**src/rtl/uart_link_pkg.sv**
```systemverilog
// uart_link_pkg: state encodings and bit-timing helpers shared by uart_link and uart_link_rx.
// Optional feature macro: UART_LINK_PARITY_EN (even-parity bit between data and stop).
package uart_link_pkg;

    typedef enum logic [2:0] {
        R_IDLE,
        R_START,
        R_DATA,
`ifdef UART_LINK_PARITY_EN
        R_PARITY,
`endif
        R_STOP
    } rx_state_e;

    typedef enum logic [2:0] {
        T_IDLE,
        T_START,
        T_DATA,
`ifdef UART_LINK_PARITY_EN
        T_PARITY,
`endif
        T_STOP,
        T_WAIT
    } tx_state_e;

    // Clocks per serial bit; integer division, the caller guarantees a result of at least 4.
    function automatic int unsigned clks_per_bit(input int unsigned clock_freq,
                                                 input int unsigned baud);
        return clock_freq / baud;
    endfunction

`ifdef UART_LINK_PARITY_EN
    // Even parity: the parity bit makes the total count of ones even.
    function automatic logic even_parity(input logic [7:0] d);
        return ^d;
    endfunction
`endif

endpackage

```
**src/rtl/uart_link_if.sv**
```systemverilog
// uart_link_if: byte-level handshake between uart_link and the downstream port block.
// master = UART side, slave = port-block side.
interface uart_link_if;
    logic       load;
    logic [7:0] datain;
    logic       rxerr;
    logic       ready;
    logic       enout;
    logic [7:0] dataout;

    modport master (
        output load, datain, rxerr, ready,
        input  enout, dataout
    );

    modport slave (
        input  load, datain, rxerr, ready,
        output enout, dataout
    );
endinterface

```
**src/rtl/uart_link_rx.sv**
```systemverilog
// uart_link_rx: serial receiver - rxd synchronizer, RX FSM, datain/load/rxerr outputs.
// Optional feature macro: UART_LINK_PARITY_EN (even-parity bit checked before stop).
module uart_link_rx
    import uart_link_pkg::*;
#(
    parameter int unsigned CLOCK_FREQ = 100_000_000,
    parameter int unsigned BAUD       = 115200
) (
    input  logic       clk,
    input  logic       reset,
    input  logic       rxd,
    output logic       load,
    output logic [7:0] datain,
    output logic       rxerr
);
    localparam int unsigned CPB  = clks_per_bit(CLOCK_FREQ, BAUD);
    localparam int unsigned HALF = CPB / 2;
    localparam int unsigned CW   = $clog2(CPB);
    localparam logic [CW-1:0] BIT_END  = CW'(CPB - 1);
    localparam logic [CW-1:0] HALF_END = CW'(HALF - 1);

    logic          rxd_meta_q, rxd_sync_q, rxd_prev_q;
    rx_state_e     state_q, state_d;
    logic [CW-1:0] cnt_q, cnt_d;
    logic [2:0]    bit_q, bit_d;
    logic [7:0]    shift_q, shift_d;
    logic [7:0]    data_q, data_d;
    logic          load_q, load_d;
    logic          err_q, err_d;
    logic          from_stop_q, from_stop_d;
    logic          start_seen;
    logic          stop_ok;

`ifdef UART_LINK_PARITY_EN
    logic          par_ok_q, par_ok_d;
    assign stop_ok = rxd_sync_q & par_ok_q;
`else
    assign stop_ok = rxd_sync_q;
`endif

    // A start is a synchronized falling edge; directly after a stop sample a line that is
    // already low is also accepted so a start coinciding with the return to idle is not lost.
    assign start_seen = ~rxd_sync_q & (rxd_prev_q | from_stop_q);

    // Two-flop synchronizer plus one delayed copy for edge detection; resets to idle-high.
    always_ff @(posedge clk) begin
        if (reset) begin
            rxd_meta_q <= 1'b1;
            rxd_sync_q <= 1'b1;
            rxd_prev_q <= 1'b1;
        end else begin
            rxd_meta_q <= rxd;
            rxd_sync_q <= rxd_meta_q;
            rxd_prev_q <= rxd_sync_q;
        end
    end

    // RX next-state: mid-bit sampling of start, data, optional parity and stop.
    always_comb begin
        state_d     = state_q;
        cnt_d       = cnt_q;
        bit_d       = bit_q;
        shift_d     = shift_q;
        data_d      = data_q;
        load_d      = 1'b0;
        err_d       = 1'b0;
        from_stop_d = 1'b0;
`ifdef UART_LINK_PARITY_EN
        par_ok_d    = par_ok_q;
`endif
        unique case (state_q)
            R_IDLE: begin
                cnt_d = '0;
                if (start_seen) begin
                    state_d = R_START;
                end
            end
            R_START: begin
                if (cnt_q == HALF_END) begin
                    cnt_d = '0;
                    if (rxd_sync_q) begin
                        state_d = R_IDLE;
                    end else begin
                        state_d = R_DATA;
                        bit_d   = '0;
                    end
                end else begin
                    cnt_d = cnt_q + 1'b1;
                end
            end
            R_DATA: begin
                if (cnt_q == BIT_END) begin
                    cnt_d   = '0;
                    shift_d = {rxd_sync_q, shift_q[7:1]};
                    if (bit_q == 3'd7) begin
`ifdef UART_LINK_PARITY_EN
                        state_d = R_PARITY;
`else
                        state_d = R_STOP;
`endif
                    end else begin
                        bit_d = bit_q + 1'b1;
                    end
                end else begin
                    cnt_d = cnt_q + 1'b1;
                end
            end
`ifdef UART_LINK_PARITY_EN
            R_PARITY: begin
                if (cnt_q == BIT_END) begin
                    cnt_d    = '0;
                    par_ok_d = (rxd_sync_q == even_parity(shift_q));
                    state_d  = R_STOP;
                end else begin
                    cnt_d = cnt_q + 1'b1;
                end
            end
`endif
            R_STOP: begin
                if (cnt_q == BIT_END) begin
                    cnt_d       = '0;
                    state_d     = R_IDLE;
                    from_stop_d = 1'b1;
                    if (stop_ok) begin
                        data_d = shift_q;
                        load_d = 1'b1;
                    end else begin
                        err_d = 1'b1;
                    end
                end else begin
                    cnt_d = cnt_q + 1'b1;
                end
            end
            default: begin
                state_d = R_IDLE;
                cnt_d   = '0;
            end
        endcase
    end

    // RX state and output registers.
    always_ff @(posedge clk) begin
        if (reset) begin
            state_q     <= R_IDLE;
            cnt_q       <= '0;
            bit_q       <= '0;
            shift_q     <= '0;
            data_q      <= '0;
            load_q      <= 1'b0;
            err_q       <= 1'b0;
            from_stop_q <= 1'b0;
`ifdef UART_LINK_PARITY_EN
            par_ok_q    <= 1'b0;
`endif
        end else begin
            state_q     <= state_d;
            cnt_q       <= cnt_d;
            bit_q       <= bit_d;
            shift_q     <= shift_d;
            data_q      <= data_d;
            load_q      <= load_d;
            err_q       <= err_d;
            from_stop_q <= from_stop_d;
`ifdef UART_LINK_PARITY_EN
            par_ok_q    <= par_ok_d;
`endif
        end
    end

    assign load   = load_q;
    assign datain = data_q;
    assign rxerr  = err_q;

endmodule

```
**src/rtl/uart_link.sv**
```systemverilog
// uart_link: full-duplex UART; receiver in uart_link_rx, transmitter FSM here.
// Optional feature macro: UART_LINK_PARITY_EN (even-parity bit between data and stop).
module uart_link
    import uart_link_pkg::*;
#(
    parameter int unsigned CLOCK_FREQ = 100_000_000,
    parameter int unsigned BAUD       = 115200
) (
    input  logic        clk,
    input  logic        reset,
    input  logic        rxd,
    output logic        txd,
    uart_link_if.master bus
);
    localparam int unsigned CPB = clks_per_bit(CLOCK_FREQ, BAUD);
    localparam int unsigned CW  = $clog2(CPB);
    localparam logic [CW-1:0] BIT_END = CW'(CPB - 1);

    logic       rx_load;
    logic [7:0] rx_data;
    logic       rx_err;

    uart_link_rx #(
        .CLOCK_FREQ (CLOCK_FREQ),
        .BAUD       (BAUD)
    ) u_rx (
        .clk    (clk),
        .reset  (reset),
        .rxd    (rxd),
        .load   (rx_load),
        .datain (rx_data),
        .rxerr  (rx_err)
    );

    assign bus.load   = rx_load;
    assign bus.datain = rx_data;
    assign bus.rxerr  = rx_err;

    tx_state_e     state_q, state_d;
    logic [CW-1:0] cnt_q, cnt_d;
    logic [2:0]    bit_q, bit_d;
    logic [7:0]    shift_q, shift_d;
    logic          txd_q, txd_d;
`ifdef UART_LINK_PARITY_EN
    logic          par_q, par_d;
`endif

    // TX next-state; txd is registered from the next state so the line changes with the state.
    always_comb begin
        state_d = state_q;
        cnt_d   = cnt_q;
        bit_d   = bit_q;
        shift_d = shift_q;
`ifdef UART_LINK_PARITY_EN
        par_d   = par_q;
`endif
        unique case (state_q)
            T_IDLE: begin
                cnt_d = '0;
                if (bus.enout) begin
                    shift_d = bus.dataout;
`ifdef UART_LINK_PARITY_EN
                    par_d   = even_parity(bus.dataout);
`endif
                    bit_d   = '0;
                    state_d = T_START;
                end
            end
            T_START: begin
                if (cnt_q == BIT_END) begin
                    cnt_d   = '0;
                    state_d = T_DATA;
                end else begin
                    cnt_d = cnt_q + 1'b1;
                end
            end
            T_DATA: begin
                if (cnt_q == BIT_END) begin
                    cnt_d   = '0;
                    shift_d = {1'b0, shift_q[7:1]};
                    if (bit_q == 3'd7) begin
`ifdef UART_LINK_PARITY_EN
                        state_d = T_PARITY;
`else
                        state_d = T_STOP;
`endif
                    end else begin
                        bit_d = bit_q + 1'b1;
                    end
                end else begin
                    cnt_d = cnt_q + 1'b1;
                end
            end
`ifdef UART_LINK_PARITY_EN
            T_PARITY: begin
                if (cnt_q == BIT_END) begin
                    cnt_d   = '0;
                    state_d = T_STOP;
                end else begin
                    cnt_d = cnt_q + 1'b1;
                end
            end
`endif
            T_STOP: begin
                if (cnt_q == BIT_END) begin
                    cnt_d   = '0;
                    state_d = T_WAIT;
                end else begin
                    cnt_d = cnt_q + 1'b1;
                end
            end
            T_WAIT: begin
                cnt_d = '0;
                if (!bus.enout) begin
                    state_d = T_IDLE;
                end
            end
            default: begin
                state_d = T_IDLE;
                cnt_d   = '0;
            end
        endcase

        unique case (state_d)
            T_START:  txd_d = 1'b0;
            T_DATA:   txd_d = shift_d[0];
`ifdef UART_LINK_PARITY_EN
            T_PARITY: txd_d = par_d;
`endif
            default:  txd_d = 1'b1;
        endcase
    end

    // TX state and line register; reset aborts any frame and drives the line idle.
    always_ff @(posedge clk) begin
        if (reset) begin
            state_q <= T_IDLE;
            cnt_q   <= '0;
            bit_q   <= '0;
            shift_q <= '0;
            txd_q   <= 1'b1;
`ifdef UART_LINK_PARITY_EN
            par_q   <= 1'b0;
`endif
        end else begin
            state_q <= state_d;
            cnt_q   <= cnt_d;
            bit_q   <= bit_d;
            shift_q <= shift_d;
            txd_q   <= txd_d;
`ifdef UART_LINK_PARITY_EN
            par_q   <= par_d;
`endif
        end
    end

    assign txd       = txd_q;
    assign bus.ready = (state_q == T_IDLE);

endmodule

```
**src/flat_wrapper.sv**
```systemverilog
// flat-port wrapper written by rule: the top's interface ports become plain ports
module uart_link_flat import uart_link_pkg::*;
#(
    parameter int unsigned CLOCK_FREQ = 100_000_000,
    parameter int unsigned BAUD       = 115200
)
  (clk, reset, rxd, txd, bus_load, bus_datain, bus_rxerr, bus_ready, bus_enout, bus_dataout);
  uart_link_if bus_i ();
  input  logic clk;
  input  logic reset;
  input  logic rxd;
  output logic txd;
  output wire logic [$bits(bus_i.load)-1:0] bus_load;
  output wire logic [$bits(bus_i.datain)-1:0] bus_datain;
  output wire logic [$bits(bus_i.rxerr)-1:0] bus_rxerr;
  output wire logic [$bits(bus_i.ready)-1:0] bus_ready;
  input wire logic [$bits(bus_i.enout)-1:0] bus_enout;
  input wire logic [$bits(bus_i.dataout)-1:0] bus_dataout;
  assign bus_load = bus_i.load;
  assign bus_datain = bus_i.datain;
  assign bus_rxerr = bus_i.rxerr;
  assign bus_ready = bus_i.ready;
  assign bus_i.enout = bus_enout;
  assign bus_i.dataout = bus_dataout;
  uart_link #(.CLOCK_FREQ(CLOCK_FREQ), .BAUD(BAUD)) u_core (.clk(clk), .reset(reset), .rxd(rxd), .txd(txd), .bus(bus_i));
endmodule
```
**config.mk**
```make
export PLATFORM = sky130hd
export DESIGN_NAME = uart_link_flat
export DESIGN_NICKNAME = d
export VERILOG_FILES = /design/src/rtl/uart_link_pkg.sv /design/src/rtl/uart_link_if.sv /design/src/rtl/uart_link_rx.sv /design/src/rtl/uart_link.sv /design/src/flat_wrapper.sv
export SDC_FILE = /design/constraint.sdc
export NUM_CORES = 1
export LEC_CHECK = 0
export ABC_CLOCK_PERIOD_IN_PS = 2200
export CORE_ASPECT_RATIO = 0.7
export CORE_MARGIN = 2
export CORE_UTILIZATION = 51
export DETAILED_ROUTE_END_ITERATION = 12
export GPL_TIMING_DRIVEN = 1
export HOLD_SLACK_MARGIN = 0.02
export PLACE_DENSITY_LB_ADDON = 0.25
export SLEW_MARGIN = 10
export SYNTH_ARGS = -nofsm -noshare
export SYNTH_HDL_FRONTEND = slang
export SYNTH_HIERARCHICAL = 1
export SYNTH_SLANG_ARGS = --single-unit
```
**constraint.sdc**
```tcl
create_clock -name clk -period 2.2 [get_ports clk]
set_input_delay 0.55 -clock clk [delete_from_list [all_inputs] [get_ports clk]]
set_output_delay 0.55 -clock clk [all_outputs]
set_load 0.005 [all_outputs]
```
## Word level (Yosys, flattened, before mapping)

Cells that the tools add are included.

| word-level totals | value |
|---|---|
| register bits | 63 |
| input bits | 12 |
| output and inout bits | 12 |
| logic and storage cells | 99 |

| operators by class | value |
|---|---|
| add/sub/neg operators | 4 |
| eq/ne operators | 24 |
| muxes and demuxes | 33 |
| bitwise operators | 6 |
| reduce and logical (&&, ||, !) cells | 15 |

Operators with widths:

| cell | number |
|---|---|
| 3-bit 2-to-1 mux | 18 |
| 10-bit by 1-bit adder with 10-bit output, second input constant | 2 |
| 10-bit equality test, second input constant | 2 |
| 10-bit 2-to-1 mux | 2 |
| 10-bit one-hot mux with 2 select lines | 1 |
| 8-bit 2-to-1 mux | 2 |
| 2-bit inequality test, second input constant | 8 |
| 8-bit one-hot mux with 2 select lines | 1 |
| 3-bit by 2-bit equality test with 1-bit output, second input constant | 5 |
| 3-bit one-hot mux with 5 select lines | 1 |
| 3-bit one-hot mux with 2 select lines | 2 |
| 3-bit one-hot mux with 4 select lines | 1 |
| 10-bit by 9-bit equality test with 1-bit output, second input constant | 1 |
| 5-bit AND reduction | 2 |
| 3-bit by 1-bit equality test with 1-bit output, second input constant | 3 |
| 3-bit equality test, second input constant | 3 |
| 3-bit OR reduction | 3 |
| 3-bit by 1-bit adder with 3-bit output, second input constant | 2 |
| 3-bit logical NOT | 2 |
| 3-bit AND reduction | 2 |
| 2-bit by 1-bit inequality test with 1-bit output, second input constant | 2 |
| 1-bit inverter | 4 |
| 4-bit AND reduction | 1 |
| 2-bit nonzero test | 2 |
| 7 further kinds | 10 |

## Logic depth before layout (Yosys ltp)

Gate-level depths: netlist of run 1.

| logic depth | value |
|---|---|
| depth after elaboration | 6 |
| depth in mapped cells | 6 |

## Modules after synthesis

Netlist of run 1, hierarchy kept.

By module, submodules not included:

| module | instances | cells each | area an instance (um2) | seq. area each (um2) |
|---|---|---|---|---|
| uart_link_rx | 1 | 162 | 1,571.5 | 740.7 |
| uart_link | 1 | 120 | 1,109.8 | 500.5 |

## Least setup slack after synthesis of run 1

OpenSTA, ideal clock, no wires.

| timing path | value |
|---|---|
| path kind | reg-to-reg |
| start | reg u_core.cnt_q[0] |
| end | reg u_core.txd_q, in the netlist u_core/txd |
| library setup time | 0.120 ns |
| arrival | 1.959 ns |
| required time | 2.080 ns |
| slack | 0.121 ns |
| stages on the path, launching flop included | 7 |
| path through | dfxtp_1 > ha_1 > or3b_4 > nor4b_4 > nor2_4 > a21o_1 > o31a_1 |

| between the ends | value |
|---|---|
| longest elaborated chain between the ends | 5 |
| elaborated cells between the ends (all ways) | 10 |
| those cells by class | eq/ne (3); mux (7) |

RTL lines:

| element | line | source |
|---|---|---|
| from (decl) | uart_link.sv:40 | `logic [CW-1:0] cnt_q, cnt_d;` |
| from (signal assigned) | uart_link.sv:147 | `cnt_q <= cnt_d;` |
| 10-bit equality test * | uart_link.sv:70, uart_link.sv:78, uart_link.sv:105 |  |
| 3-bit 2-to-1 mux (on tied branches) | uart_link.sv:105, uart_link.sv:70, uart_link.sv:78 |  |
| 3-bit one-hot mux with 5 select lines | uart_link.sv:57 | `unique case (state_q)` |
| 3-bit by 2-bit equality test with 1-bit output or 3-bit by 1-bit equality test with 1-bit output (tied branches) | uart_link.sv:124 | `unique case (state_d)` |
| 1-bit one-hot mux with 2 select lines * | uart_link.sv:124 |  |
| to (signal assigned) | uart_link.sv:150 | `txd_q <= txd_d;` |
| to (decl) | uart_link.sv:43 | `logic txd_q, txd_d;` |

Mark *: on every way between the ends. The rest lies on a longest branch, timed or not. The select of a mux whose other input is x is not followed.
A chain may end at the register's enable or synchronous reset.

## Worst setup path in the final report of run 1

Ends and elaborated chain as after synthesis.

==> results of run 1 <==
synthesized netlist by cell type (all sizes together) (3+ instances only):
library cell and instances:
dfxtp 62, and3 3, nor2b 4, xor2 10
o311ai 3, inv 9, mux2i 18, clkbuf 8
nand2b 4, nand3 10, a31oi 3, nor2 53
ha 7, nor3 5, nand2 12, nand4 4
xnor2 6, buf 3, or3b 5, nor4 3
a22oi 9, or2 3, a21oi 8
flip-flops by register name, summed over array words and instances, names as in the netlist:
register	flops
u_core/u_rx/shift_q	8
u_core/u_rx/rxd_prev_q	1
u_core/u_rx/bit_q	3
u_core/u_rx/from_stop_q	1
u_core/state_q	3
u_core/u_rx/state_q	2
u_core/u_rx/rxd_meta_q	1
u_core/cnt_q	10
u_core/u_rx/load	1
u_core/u_rx/datain	8
u_core/bit_q	3
u_core/shift_q	8
u_core/txd	1
u_core/u_rx/rxerr	1
u_core/u_rx/cnt_q	10
u_core/u_rx/rxd_sync_q	1
stage by stage:
step	setup WS, ns	hold WS [ns]
4_1_cts	0.0286	0.433
5_1_grt	0.00440	0.452
6_report	0.0982	0.425
3_3_place_gp	0.0609	0.400
3_5_place_dp	0.0415	0.416
2_1_floorplan	0.121	0.389
path summary, 6_finish.rpt:
kind,slack (ns),end,cells after the start,from
min,0.43,u_core/u_rx/rxd_sync_q,1,u_core/u_rx/rxd_meta_q
min reg2reg,0.43,u_core/u_rx/rxd_sync_q,1,u_core/u_rx/rxd_meta_q
max,0.1,u_core/txd,7,u_core/cnt_q[0]
max reg2reg,0.1,u_core/txd,7,u_core/cnt_q[0]
routing by layer:
layer / up-vias / routed length [um]
li1: 1076 / -
met1: 975 / 2840
met2: 48 / 2130
met3: 5 / 304
met4: 0 / 31
met5: - / 0
logic make-up (layout without fill, tap and decap cells):
family	after synthesis	in the layout	synth area share [%]
AOI/OAI and AO/OA	37	37	10.1
DFF	62	62	46.3
buffers and inverters	20	62	3.31
and+or+nand+nor	122	122	25.1
xor gates and xnor gates	16	16	5.23
adders and majority gates	7	7	3.27
muxes	18	18	6.72
power by group through the flow:
stage | sequential (uW) | combinational [uW] | clock, uW
global placement | 1180 | 118 | 0
global route | 1160 | 134 | 1040
CTS | 1160 | 120 | 992
floorplan | 1180 | 71.4 | 0
finish | 1160 | 121 | 966
detailed placement | 1180 | 119 | 0
critical path, cell delays in order, from the launching register on:
cell      delay [ns]
dfxtp_1         0.37
ha_1            0.18
or3b_4          0.41
o311a_1         0.31
a311oi_2        0.28
buf_4           0.16
nand2b_1        0.05
o31a_1          0.23
final cells by class:
type                    instances  area, sq um  share of cell area (%)
multi-input cells             200         1360                    41.7
flip-flops and latches         62         1240                    38.0
repair buffers                 39          350                    10.7
clock buffers                  13          159                    4.86
well taps                      72         90.1                    2.76
inverters                       9         33.8                    1.03
clock inverters                 1         30.0                   0.919
==> impl_metrics.py, run 1 <==
metrics = {
    "run_status": {
        "status": "finished clean",
    },
    "global_routing": {
        "grt_pass1_vias": 1870,
        "grt_max_degree": 23,
        "grt_pass1_wl_mm": 8.92,
        "busiest_layer": "met1",
        "grt_overflow_total": 0,
        "antenna_found_initial": 0,
        "use_met3_pct": 8.26,
        "use_met1_pct": 27.6,
        "grt.total_usage_pct": 19.3,
        "grtUsageMet2_pct": 26.4,
    },
    "pwr": {
        "comb_power_share_pct": 5.4,
        "p_total_uw": 2250,
        "p_seq_share_pct": 51.6,
        "swShare_pct": 20.8,
        "clockPowerShare_pct": 43.0,
        "powerDensity_mw_per_mm2": 688,
        "p_sw_uw": 468,
        "p_leak_uw": 0.00124,
        "peakVddDrop_mv": 0.523,
        "internal_power_uw": 1780,
    },
    "drt": {
        "dr_total_vias": 2104,
        "drt_iter0_drc": 139,
        "wirelength_mm": 5.30,
        "dr.pass1.iters": 4,
        "drtAntennaViolNets": 0,
        "via_per_inst": 5.31,
        "drcViolationCount": 0,
        "wl_per_cell_um": 13.4,
    },
    "cells_and_area": {
        "fin_util_pct": 63.5,
        "syn2layout_area_growth_pct": 21.8,
        "layout_common_cells": "dfxtp_1, nor2_1, clkdlybuf4s50_1",
        "antenna_cells": 0,
        "fill_cells": 453,
        "finalNetCount": 340,
        "final_common_cell": "dfxtp_1",
        "drive_gt1_share_pct": 13.0,
        "fin_cells": 396,
        "final_area_sq_mm": 0.00327,
    },
    "placement": {
        "port_buffers": 23,
        "placed_cell_area_sq_mm": 0.00307,
        "gp_congestion": 0.802,
        "place_inst": 382,
        "hpwl_mm": 3.67,
    },
    "clock_tree": {
        "post_cts_resized": 0,
        "post-cts-setup-buffer-count": 0,
        "cts_tree": "done",
        "clkSinkCount": 62,
        "root_buffer": "clkbuf_8",
        "clk_pin_slew_ns": 0.06,
        "cts_buffers": 9,
        "cts_hold_buf": 0,
        "cts_buffer_depth": 2,
        "insertion_delay_ns": 0.34,
        "htreeDepth": 3,
    },
    "synth": {
        "ys_warn_count": 6,
        "synth.top_cell.area_share_pct": 46.3,
        "syn_area_sq_mm": 0.00268,
        "synth_area_leaders": "dfxtp_1, nor2_1, mux2i_1",
        "synth_fp_nets": 301,
        "yosys.area.top_type": "dfxtp_1",
        "seq_area_frac_synth_pct": 46.3,
        "synth_cell_type_count": 55,
        "synth-main-ff-cell": "dfxtp_1",
        "async_flop_share_pct": 0,
        "synth_edf_count": 0,
        "syn_area_per_cell_sq_um": 9.51,
        "synth-seq-cells": 62,
        "synthCells": 282,
    },
    "die": {
        "die_area_sq_mm": 0.00586,
        "die_w_um": 90.7,
        "chipHeight_um": 64.7,
        "io_pins": 24,
        "core_sq_mm": 0.00515,
        "start_util_pct": 52.1,
        "std_cell_rows": 22,
    },
    "sta": {
        "worst_slew_pin_slew_ns": 0.456,
        "finalSetupTns_ns": 0,
        "drv_slew": 0,
        "min_period_over_period_pct": 95.5,
        "clock_skew_ns": 0.00795,
        "fmax_mhz": 476,
        "setup_violations": 0,
        "rsz0062_at_grt": "false",
        "relSlewSlack_pct": 69.5,
        "min_period_ns": 2.10,
        "hold_violations": 0,
    },
    "critical_path": {
        "critical_path_class": "reg -> reg",
        "worstPathArrival_ns": 2.33,
        "cp.required_ns": 2.42,
        "path_max_fanout": 4,
        "cp-start-kind": "register",
        "endpoint_kind": "register",
    },
    "job": {
        "cap_violations": 0,
    },
    "min_path": {
        "hold_class": "reg -> reg",
    },
}
No activity file was read; power rests on OpenSTA's default activity.
==> run 2, diff against run 1 <==
--- a/config.mk
+++ b/config.mk
@@ -12,6 +12,7 @@
 export DETAILED_ROUTE_END_ITERATION = 12
 export GPL_TIMING_DRIVEN = 1
 export HOLD_SLACK_MARGIN = 0.02
+export MAX_ROUTING_LAYER = met4
 export PLACE_DENSITY_LB_ADDON = 0.25
 export SLEW_MARGIN = 10
 export SYNTH_ARGS = -nofsm -noshare
==> run 2 against run 1 <==
Against the previous run: sequential share of layout area unchanged; clock-buffer cell count unchanged; global-route usage increased by 0.65 points; utilization unchanged; clock power decreased by 0.5%; hold slack about the same; fmax increased by 0.14%; die area unchanged; non-clock buffer count unchanged; via count decreased by 0.14%; largest cell class unchanged; largest power group unchanged.
==> impl_metrics.py, run 2 (same netlist as run 1, synthesis figures left out) <==
metrics = {
    "sta": {
        "rsz0062_at_grt": "false",
        "relSlewSlack_pct": 69.4,
        "min_period_ns": 2.10,
        "hold_violations": 0,
        "drv_slew": 0,
        "min_period_over_period_pct": 95.4,
        "fmax_mhz": 476,
        "clock_skew_ns": 0.00583,
        "fin_ws_ns": 0.101,
        "setup_violations": 0,
        "worst_slew_pin_slew_ns": 0.459,
        "finalSetupTns_ns": 0,
        "fin_hold_ws_ns": 0.425,
    },
    "pwr": {
        "peakVddDrop_mv": 0.523,
        "p_leak_uw": 0.00124,
        "powerDensity_mw_per_mm2": 686,
    },
    "global_routing": {
        "grt_pass1_wl_mm": 8.94,
        "grt.total_usage_pct": 20.0,
        "antenna_found_initial": 0,
        "grt_max_degree": 23,
        "grt_overflow_total": 0,
        "grt_pass1_vias": 1875,
    },
    "clock_tree": {
        "clk_pin_slew_ns": 0.06,
        "htreeDepth": 3,
        "clkSinkCount": 62,
        "cts_hold_buf": 0,
        "cts_buffer_depth": 2,
        "cts_buffers": 9,
        "insertion_delay_ns": 0.33,
        "root_buffer": "clkbuf_8",
        "cts_tree": "done",
    },
    "job": {
        "cap_violations": 0,
    },
    "die": {
        "die_area_sq_mm": 0.00586,
        "core_sq_mm": 0.00515,
        "chipHeight_um": 64.7,
        "io_pins": 24,
        "std_cell_rows": 22,
        "die_w_um": 90.7,
        "start_util_pct": 52.1,
    },
    "critical_path": {
        "crit_family": "compound AO/OA/AOI/OAI gates",
        "worstPathCellList": "ha_1 -> or3b_4 -> o311a_1 -> a311oi_2 -> buf_4 -> nand2b_1 -> o31a_1",
        "endpoint_kind": "register",
        "cp-start-kind": "register",
        "crit_buf_inv": 1,
        "cp.required_ns": 2.42,
        "slowest_delay_ns": 0.41,
        "path_max_fanout": 4,
        "critical_path_class": "reg -> reg",
        "worstPathArrival_ns": 2.32,
        "cp_slowest_cell": "or3b_4",
    },
    "cells_and_area": {
        "drive_gt1_share_pct": 13.0,
        "syn2layout_area_growth_pct": 21.8,
        "antenna_cells": 0,
        "top_regs": "u_core/cnt_q (10), u_core/u_rx/cnt_q (10)",
        "layout_common_cells": "dfxtp_1, nor2_1, clkdlybuf4s50_1",
        "final_common_cell": "dfxtp_1",
        "finalNetCount": 340,
    },
    "drt": {
        "wl_met3_um": 337,
        "dr.pass1.iters": 4,
        "drt_iter0_drc": 116,
        "drcViolationCount": 0,
        "via_per_inst": 5.31,
        "wl_met2_mm": 2.14,
        "drtAntennaViolNets": 0,
        "top_layer": "met4",
        "wl_per_cell_um": 13.3,
        "dr_total_vias": 2101,
        "met1_length_mm": 2.76,
        "wirelength_mm": 5.28,
    },
    "run_status": {
        "status": "finished clean",
    },
    "placement": {
        "port_buffers": 23,
        "hpwl_mm": 3.67,
        "pre_cts_slack_ns": 0.0415,
        "gp_congestion": 0.813,
    },
    "min_path": {
        "hold_class": "reg -> reg",
    },
}
[run 2: metal layers]
metal / vias to the layer above / global-route usage [%]
li1: 1075 / -
met5: - / -
met2: 56 / 26.4
met4: 0 / 4.62
met1: 965 / 28.0
met3: 5 / 8.49
[run 2: worst reg2reg max path: stages, from the launching register on]
cell	delay, ns
dfxtp_1	0.37
ha_1	0.18
or3b_4	0.41
o311a_1	0.31
a311oi_2	0.28
buf_4	0.16
nand2b_1	0.05
o31a_1	0.23
[run 2: cell type report]
| cell class | count | area, sq um |
|---|---|---|
| Fill cell | 453 | 1880 |
| Multi-Input combinational cell | 200 | 1360 |
| Sequential cell | 62 | 1240 |
| Timing Repair Buffer | 39 | 350 |
| Clock buffer | 13 | 159 |
| Tap cell | 72 | 90.1 |
| Inverter | 9 | 33.8 |
| Clock inverter | 1 | 30.0 |
[run 2: through the flow]
| stage | instances | total power, uW | cell area, sq um | util (%) |
|---|---|---|---|---|
| floorplan | 282 | 1250 | 2680 | - |
| global placement | 382 | 1300 | 3070 | 59.6 |
| detailed placement | 382 | 1300 | 3070 | 59.6 |
| CTS | 396 | 2270 | 3260 | 63.2 |
| global route | 396 | 2340 | 3270 | 63.5 |
| finish | 396 | 2240 | 3270 | 63.5 |
[run 2: where the power goes]
part / switching, uW / internal [uW] / leakage (uW)
combinational: 58.3 / 62.7 / 0.000645
clock: 388 / 573 / 0.0000956
sequential: 17.0 / 1140 / 0.000502
total: 463 / 1780 / 0.00124
[run 2: timing repair]
item,4_1_cts,5_1_grt
buffers inserted,0,0
endpoints found under the setup margin,0,1
gates resized for setup,0,2
[run 2: worst paths after layout]
path	end	from	slack, ns	cells past startpoint
worst max-delay path	u_core/txd	u_core/cnt_q[0]	0.10	7
worst min-delay path	u_core/u_rx/rxd_sync_q	u_core/u_rx/rxd_meta_q	0.42	1
worst max register to register	u_core/txd	u_core/cnt_q[0]	0.10	7
worst min register to register	u_core/u_rx/rxd_sync_q	u_core/u_rx/rxd_meta_q	0.42	1
